$ cat src/rtl/rf_cmd_ctrl_pkg.sv
// Shared definitions for the register-file command front-end:
// FSM state encoding, default opcodes and address-width helper.
package rf_cmd_ctrl_pkg;

   typedef enum logic [2:0] {
      ST_IDLE,
      ST_WR_ADDR,
      ST_WR_DATA,
      ST_WR_STROBE,
      ST_RD_ADDR,
      ST_RD_STROBE,
      ST_RD_WAIT,
      ST_TX_SEND
   } state_t;

   localparam logic [7:0] DEF_WR_CMD = 8'hAA;
   localparam logic [7:0] DEF_RD_CMD = 8'hBB;

   // A one-entry register file still needs a one-bit address port.
   function automatic int addr_w(input int depth);
      return (depth > 1) ? $clog2(depth) : 1;
   endfunction

endpackage

$ cat src/rtl/rf_rd_timeout.sv
// Saturating read-wait counter; o_expired marks the waiting cycle whose
// count takes the counter to WAIT_MAX.
module rf_rd_timeout #(
   parameter int WAIT_MAX = 4
)(
   input  logic CLK,
   input  logic RST,
   input  logic i_clr,
   input  logic i_en,
   output logic o_expired
);

   localparam int CW = $clog2(WAIT_MAX + 1);

   logic [CW-1:0] r_cnt;
   logic          w_sat;

   assign w_sat     = (r_cnt == CW'(WAIT_MAX));
   assign o_expired = i_en && (r_cnt == CW'(WAIT_MAX - 1));

   always_ff @(posedge CLK or negedge RST) begin
      if (!RST) begin
         r_cnt <= '0;
      end else if (i_clr) begin
         r_cnt <= '0;
      end else if (i_en && !w_sat) begin
         r_cnt <= r_cnt + CW'(1);
      end
   end

endmodule

$ cat src/rtl/rf_cmd_ctrl.sv
// Byte-serial command parser between UART RX/TX and the register file:
// decodes write/read commands, strobes the register file, returns read data.
module rf_cmd_ctrl
   import rf_cmd_ctrl_pkg::*;
#(
   parameter int               Width    = 8,
   parameter int               Depth    = 16,
   parameter logic [Width-1:0] WR_CMD   = Width'(DEF_WR_CMD),
   parameter logic [Width-1:0] RD_CMD   = Width'(DEF_RD_CMD),
   parameter int               WAIT_MAX = 4
)(
   input  logic                     CLK,
   input  logic                     RST,
   input  logic [Width-1:0]         RX_P_DATA,
   input  logic                     RX_D_VLD,
   input  logic [Width-1:0]         RdData,
   input  logic                     RdData_VLD,
   input  logic                     TX_Busy,
   output logic                     WrEn,
   output logic                     RdEn,
   output logic [addr_w(Depth)-1:0] Address,
   output logic [Width-1:0]         WrData,
   output logic [Width-1:0]         TX_P_DATA,
   output logic                     TX_D_VLD,
   output logic                     Cmd_Err
);

   localparam int AW = addr_w(Depth);

   state_t r_state;
   logic   w_tmo_clr;
   logic   w_tmo_en;
   logic   w_tmo;

   assign w_tmo_clr = (r_state == ST_RD_STROBE);
   assign w_tmo_en  = (r_state == ST_RD_WAIT);

   rf_rd_timeout #(
      .WAIT_MAX (WAIT_MAX)
   ) u_rd_timeout (
      .CLK       (CLK),
      .RST       (RST),
      .i_clr     (w_tmo_clr),
      .i_en      (w_tmo_en),
      .o_expired (w_tmo)
   );

   always_ff @(posedge CLK or negedge RST) begin
      if (!RST) begin
         r_state   <= ST_IDLE;
         WrEn      <= 1'b0;
         RdEn      <= 1'b0;
         Address   <= '0;
         WrData    <= '0;
         TX_P_DATA <= '0;
         TX_D_VLD  <= 1'b0;
         Cmd_Err   <= 1'b0;
      end else begin
         WrEn     <= 1'b0;
         RdEn     <= 1'b0;
         TX_D_VLD <= 1'b0;
         Cmd_Err  <= 1'b0;

         case (r_state)
            ST_IDLE: begin
               if (RX_D_VLD) begin
                  if (RX_P_DATA == WR_CMD) begin
                     r_state <= ST_WR_ADDR;
                  end else if (RX_P_DATA == RD_CMD) begin
                     r_state <= ST_RD_ADDR;
                  end else begin
                     Cmd_Err <= 1'b1;
                  end
               end
            end

            ST_WR_ADDR: begin
               if (RX_D_VLD) begin
                  Address <= RX_P_DATA[AW-1:0];
                  r_state <= ST_WR_DATA;
               end
            end

            ST_WR_DATA: begin
               if (RX_D_VLD) begin
                  WrData  <= RX_P_DATA;
                  WrEn    <= 1'b1;
                  r_state <= ST_WR_STROBE;
               end
            end

            ST_WR_STROBE: begin
               Cmd_Err <= RX_D_VLD;
               r_state <= ST_IDLE;
            end

            ST_RD_ADDR: begin
               if (RX_D_VLD) begin
                  Address <= RX_P_DATA[AW-1:0];
                  RdEn    <= 1'b1;
                  r_state <= ST_RD_STROBE;
               end
            end

            ST_RD_STROBE: begin
               Cmd_Err <= RX_D_VLD;
               r_state <= ST_RD_WAIT;
            end

            // Read data wins over a timeout landing in the same cycle.
            ST_RD_WAIT: begin
               Cmd_Err <= RX_D_VLD;
               if (RdData_VLD) begin
                  TX_P_DATA <= RdData;
                  TX_D_VLD  <= !TX_Busy;
                  r_state   <= ST_TX_SEND;
               end else if (w_tmo) begin
                  Cmd_Err <= 1'b1;
                  r_state <= ST_IDLE;
               end
            end

            // TX_D_VLD high here means the request has gone out this cycle.
            ST_TX_SEND: begin
               Cmd_Err <= RX_D_VLD;
               if (TX_D_VLD) begin
                  r_state <= ST_IDLE;
               end else if (!TX_Busy) begin
                  TX_D_VLD <= 1'b1;
               end
            end

            default: begin
               r_state <= ST_IDLE;
            end
         endcase
      end
   end

endmodule

$ cat config.mk
export PLATFORM = sky130hd
export DESIGN_NAME = rf_cmd_ctrl
export DESIGN_NICKNAME = d
export VERILOG_FILES = /design/src/rtl/rf_cmd_ctrl_pkg.sv /design/src/rtl/rf_rd_timeout.sv /design/src/rtl/rf_cmd_ctrl.sv
export SDC_FILE = /design/constraint.sdc
export NUM_CORES = 1
export LEC_CHECK = 0
export CAP_MARGIN = 40
export CELL_PAD_IN_SITES_DETAIL_PLACEMENT = 1
export CELL_PAD_IN_SITES_GLOBAL_PLACEMENT = 1
export CORE_MARGIN = 2
export CORE_UTILIZATION = 31
export CTS_CLUSTER_SIZE = 25
export DETAILED_ROUTE_END_ITERATION = 8
export PLACE_DENSITY = 0.84
export REMOVE_ABC_BUFFERS = 1
export SKIP_CTS_REPAIR_TIMING = 1
export SLEW_MARGIN = 20
export SYNTH_ARGS = -nofsm -noshare
export SYNTH_HDL_FRONTEND = slang
export SYNTH_SLANG_ARGS = --single-unit
$ cat constraint.sdc
create_clock -name CLK -period 2 [get_ports CLK]
set_input_delay 0.4 -clock CLK [delete_from_list [all_inputs] [get_ports CLK]]
set_output_delay 0.4 -clock CLK [all_outputs]
set_load 0.01 [all_outputs]
Word level (Yosys, flattened, before mapping)
Cells that the tools add are included.

storage, ports and cells
  memories kept = 0
  ROM bits = 0
  input port bits = 21
  memory bits (writable) = 0
  latch bits = 0
  output and inout port bits = 24
  register bits after elaboration = 30
  word-level logic and storage cells = 65

cells by class
  multiplexer cells = 25
  $mul = 0
  shift-type cells = 0
  $lt $le $gt $ge = 0
  bitwise logic cells = 0
  div/mod/pow operators = 0
  eq/ne operators = 18
  $add $sub $neg = 1
  reductions and logical operators = 12

operators by type and width
  cell                   number
  $mux W3                11
  $pmux W3 S8            1
  $eq A8 B8 Y1 const B   2
  $eq A3 B3 Y1 const B   5
  $mux W1                11
  $ne A2 B2 Y1 const B   5
  $eq A3 B2 Y1 const B   3
  $reduce_and A7 Y1      1
  $ne A3 B3 Y1 const B   2
  $reduce_and A2 Y1      3
  $add A3 B1 Y3 const B  1
  $eq A3 B1 Y1 const B   1
  $logic_not A3 Y1       1
  $pmux W1 S3            1
  $reduce_or A3 Y1       1
  $logic_and A1 B1 Y1    2
  $logic_not A1 Y1       2
  $pmux W1 S2            1
  $reduce_bool A2 Y1     1
  $reduce_or A2 Y1       1

Depth between registers and ports, before layout
  depth in word-level cells = 5
  mapped depth = 6
  mapped depth without buffers = 6

Hierarchy
From an unflattened synthesis, not the netlist that was laid out.

unflattened totals
  cell total of the unflattened synthesis = 109
  area, all modules = 1375.1 um^2

by module, submodules not included
  module         cells an instance  seq. area each (um^2)  area an instance (um^2)  instances
  rf_cmd_ctrl    90                 675.6                  1178.6                   1
  rf_rd_timeout  19                 75.1                   196.4                    1

Worst setup path after synthesis
No wires, ideal clock.

  path type = register to register
  from = register u_rd_timeout.r_cnt[0]
  to = register r_state[0]
  library setup time = 0.125 ns
  data required time = 1.875 ns
  slack = 0.171 ns
  period minus slack after synthesis = 1.829 ns
  data arrival time = 1.705 ns
  cell stages (with the launch flop) = 7
  buffers on the path = 0
  cells stage by stage = dfrtp_1 -> ha_1 -> ha_1 -> or3_1 -> a21oi_1 -> o21bai_1 -> mux2_2

on the way
  cells in the longest elaborated chain, start to end = 4

RTL lines
  item                                line                 text
  start, declared                     rf_rd_timeout.sv:15  logic [CW-1:0] r_cnt;
  start signal, assigned              rf_rd_timeout.sv:27  r_cnt <= r_cnt + CW'(1);
  $eq A3 B2 Y1                        rf_rd_timeout.sv:19  assign o_expired = i_en && (r_cnt == CW'(WAIT_MAX - 1));
  $logic_and A1 B1 Y1                 rf_rd_timeout.sv:19
  $ne A3 B3 Y1 (no source line)       n/a
  $reduce_and A7 Y1 (no source line)  n/a
  end signal, assigned                rf_cmd_ctrl.sv:50    r_state <= ST_IDLE;
  end signal, assigned                rf_cmd_ctrl.sv:68    r_state <= ST_WR_ADDR;
  end signal, assigned                rf_cmd_ctrl.sv:70    r_state <= ST_RD_ADDR;
  end, declared                       rf_cmd_ctrl.sv:30    state_t r_state;

No other way between the ends.
A chain may end at the register's enable or synchronous reset.

Final worst setup path
Same ends and word-level chain as after synthesis.

==> results.py <==
metrics = {
    "floorplanning": {
        "die_area_mm2": 0.00498,
        "dieWidth_um": 70.6,
        "io_pins": 45,
        "start_util": 0.318,
        "fp.dieH_um": 70.6,
        "core-area_mm2": 0.00432,
        "rows": 24,
    },
    "clock_network": {
        "cts.path.max_buffers": 2,
        "cts-root-buf": "clkbuf_8",
        "h-tree-depth": 2,
        "cts_buffers": 5,
        "cts.sinks": 30,
        "cts_tree": "built",
        "clk_latency_ns": 0.28,
        "path_clk_slew_ns": 0.07,
    },
    "critical_path": {
        "crit_top_cell": "ha_1",
        "critPathLaunch": "u_rd_timeout.r_cnt[0]$_DFFE_PN0P_",
        "r2r-start": "u_rd_timeout.r_cnt[0]$_DFFE_PN0P_",
        "worstPathCellList": "ha_1 -> ha_1 -> or3_1 -> a21oi_2 -> o21bai_2 -> mux2_2",
        "crit_path_top_delay_cell": "dfrtp_1",
        "crit_path_end_kind": "register",
        "startpoint_type": "register",
        "path_class": "register to register",
        "crit_arrival_ns": 2.09,
        "crit_fanout": 3,
        "cp.required_ns": 2.16,
        "max_stage_delay_ns": 0.39,
    },
    "drt": {
        "drt_pass1_iterations": 4,
        "detail_route.vias_per_cell": 4.93,
        "first_iter_violations": 48,
        "vias": 1095,
        "drt-total-wl_mm": 3.64,
        "ant_nets": 0,
        "drc_errors": 0,
        "wl_per_cell_um": 16.4,
    },
    "timing": {
        "final.setup_skew_ns": 0.00841,
        "tightest_slew_ns": 0.494,
        "max-slew-margin-rel": 0.671,
        "max_freq_ghz": 0.519,
        "whs_ns": 0.498,
        "hold_violations": 0,
        "min_period_over_period": 0.963,
        "rsz0062_at_grt": "false",
        "period_needed_ns": 1.93,
        "tns_ns": 0,
        "setup-violations-final": 0,
        "slew_violations": 0,
    },
    "synthesis": {
        "synth_cell_types": 30,
        "postSynth.asyncResetShare": 1.00,
        "syn_area_per_cell_um2": 12.1,
        "synth_area_mm2": 0.00137,
        "ys_seq_area_frac": 0.546,
        "ys_ff_latch": 30,
        "synthCells": 114,
        "synth_edf_count": 0,
        "synthFlopType": "dfrtp_1",
        "ys_warn_count": 0,
    },
    "power_and_ir_drop": {
        "irDropWorstVdd_mv": 0.618,
        "p_leak_uw": 0.000902,
        "power_density_mw_per_mm2": 1160,
        "total_power_uw": 2340,
    },
    "layout": {
        "fin_area_mm2": 0.00202,
        "final_layout_size_suffix_gt1_frac": 0.241,
        "area_growth_pct": 46.8,
        "nNetsFinal": 193,
        "antenna-diode-count": 0,
        "fillers": 467,
        "fin_util": 0.466,
    },
    "global_routing": {
        "grt-ovfl-total": 0,
        "grt_pass1_vias": 1285,
        "grt_max_degree": 31,
        "track_usage": 0.161,
        "grt_pass1_wl_mm": 6.16,
        "antenna_found_initial": 0,
    },
    "run_status": {
        "outcome": "finished clean",
    },
    "min_path": {
        "hold_class": "register to register",
        "min_from": "TX_D_VLD$_DFF_PN0_",
    },
    "place": {
        "placement.io_buffers": 44,
        "dp_hpwl_mm": 2.73,
        "place.gp.congestion": 0.763,
        "placed_cell_area_mm2": 0.00191,
    },
    "flow_run": {
        "cap_violations": 0,
    },
}
[cells in the final DEF (no fill, tap or decap), types with 2 or more instances in the layout]
cell | Yosys | final
nand3_1 | 3 | 3
buf_4 | 0 | 8
nor2b_1 | 2 | 2
ha_1 | 3 | 3
mux2_2 | 21 | 21
clkbuf_8 | 0 | 6
dfrtp_1 | 30 | 30
a21oi_1 | 4 | 3
or3_1 | 2 | 2
nor2_1 | 5 | 5
nand2_1 | 9 | 9
inv_1 | 4 | 4
o21ai_0 | 11 | 11
clkdlybuf4s50_1 | 0 | 44
[Yosys cell counts, types with 2 or more instances]
cell     instances  area (µm²)
buf_2            2        10.0
or3_1            2        12.5
nor2_1           5        18.8
dfrtp_1         30         751
inv_1            4        15.0
nor2b_1          2        12.5
nand3_1          3        15.0
o21ai_0         11        55.1
ha_1             3        37.5
mux2_2          21         236
a21oi_1          4        20.0
nand2_1          9        33.8
[metrics by stage]
stage	std cells	setup slack, ns
3_5_place_dp	213	-0.0637
5_1_grt	222	0.00531
2_1_floorplan	110	0.171
6_report	222	0.0748
4_1_cts	221	0.00986
3_3_place_gp	213	-0.00955
[final cells by class]
cell class              instances  area (µm²)  area share
clock buffers                   6        82.6      0.0409
clock inverters                 2        12.5     0.00620
inverters                       5        18.8     0.00931
multi-input cells              75         587       0.291
flip-flops and latches         30         751       0.372
well taps                      52        65.1      0.0323
repair buffers                 52         500       0.248
[report_power, final]
part | internal, µW | switching (µW) | leakage (µW) | total [µW]
clock | 276 | 235 | 0.0000472 | 511
combinational | 538 | 378 | 0.000481 | 916
sequential | 788 | 123 | 0.000374 | 911
total | 1600 | 736 | 0.000902 | 2340
[logic make-up after synthesis]
family,synth area share
flops,0.546
fa+ha+maj,0.0346
buf+inv,0.0319
xor+xnor,0.0128
mux,0.179
simple gates,0.100
compound gates,0.0947
[final timing paths]
path                                            endpoint  slack, ns  cells past startpoint
worst max-delay path              r_state[0]$_DFFE_PN0P_       0.07                      6
worst min-delay path                  TX_D_VLD$_DFF_PN0_       0.50                      1
worst max register to register    r_state[0]$_DFFE_PN0P_       0.07                      6
worst min register to register        TX_D_VLD$_DFF_PN0_       0.50                      1
max in group asynchronous       TX_P_DATA[0]$_DFFE_PN0P_       1.18                      2
min in group asynchronous          WrData[5]$_DFFE_PN0P_       0.53                      2
[state kept, by name, summed over array words and instances, names as in the netlist]
signal / flops
TX_P_DATA: 8
WrData: 8
Address: 4
r_state: 3
u_rd_timeout.r_cnt: 3
Cmd_Err: 1
RdEn: 1
TX_D_VLD: 1
WrEn: 1
[layer usage]
metal  global-route usage  share of wire
met1                0.169           0.37
met2                0.299           0.56
met3               0.0228          0.032
met4                0.107          0.039
met5                    0              0
[worst max-delay path, delay by kind of cell (launching register included)]
family                     cells  cell delay (ns)
muxes                          1             0.35
DFF                            1             0.39
and+or+nand+nor                1             0.32
AOI/OAI and AO/OA              2             0.33
adders and majority gates      2             0.40
No activity file was read; power rests on OpenSTA's default activity.
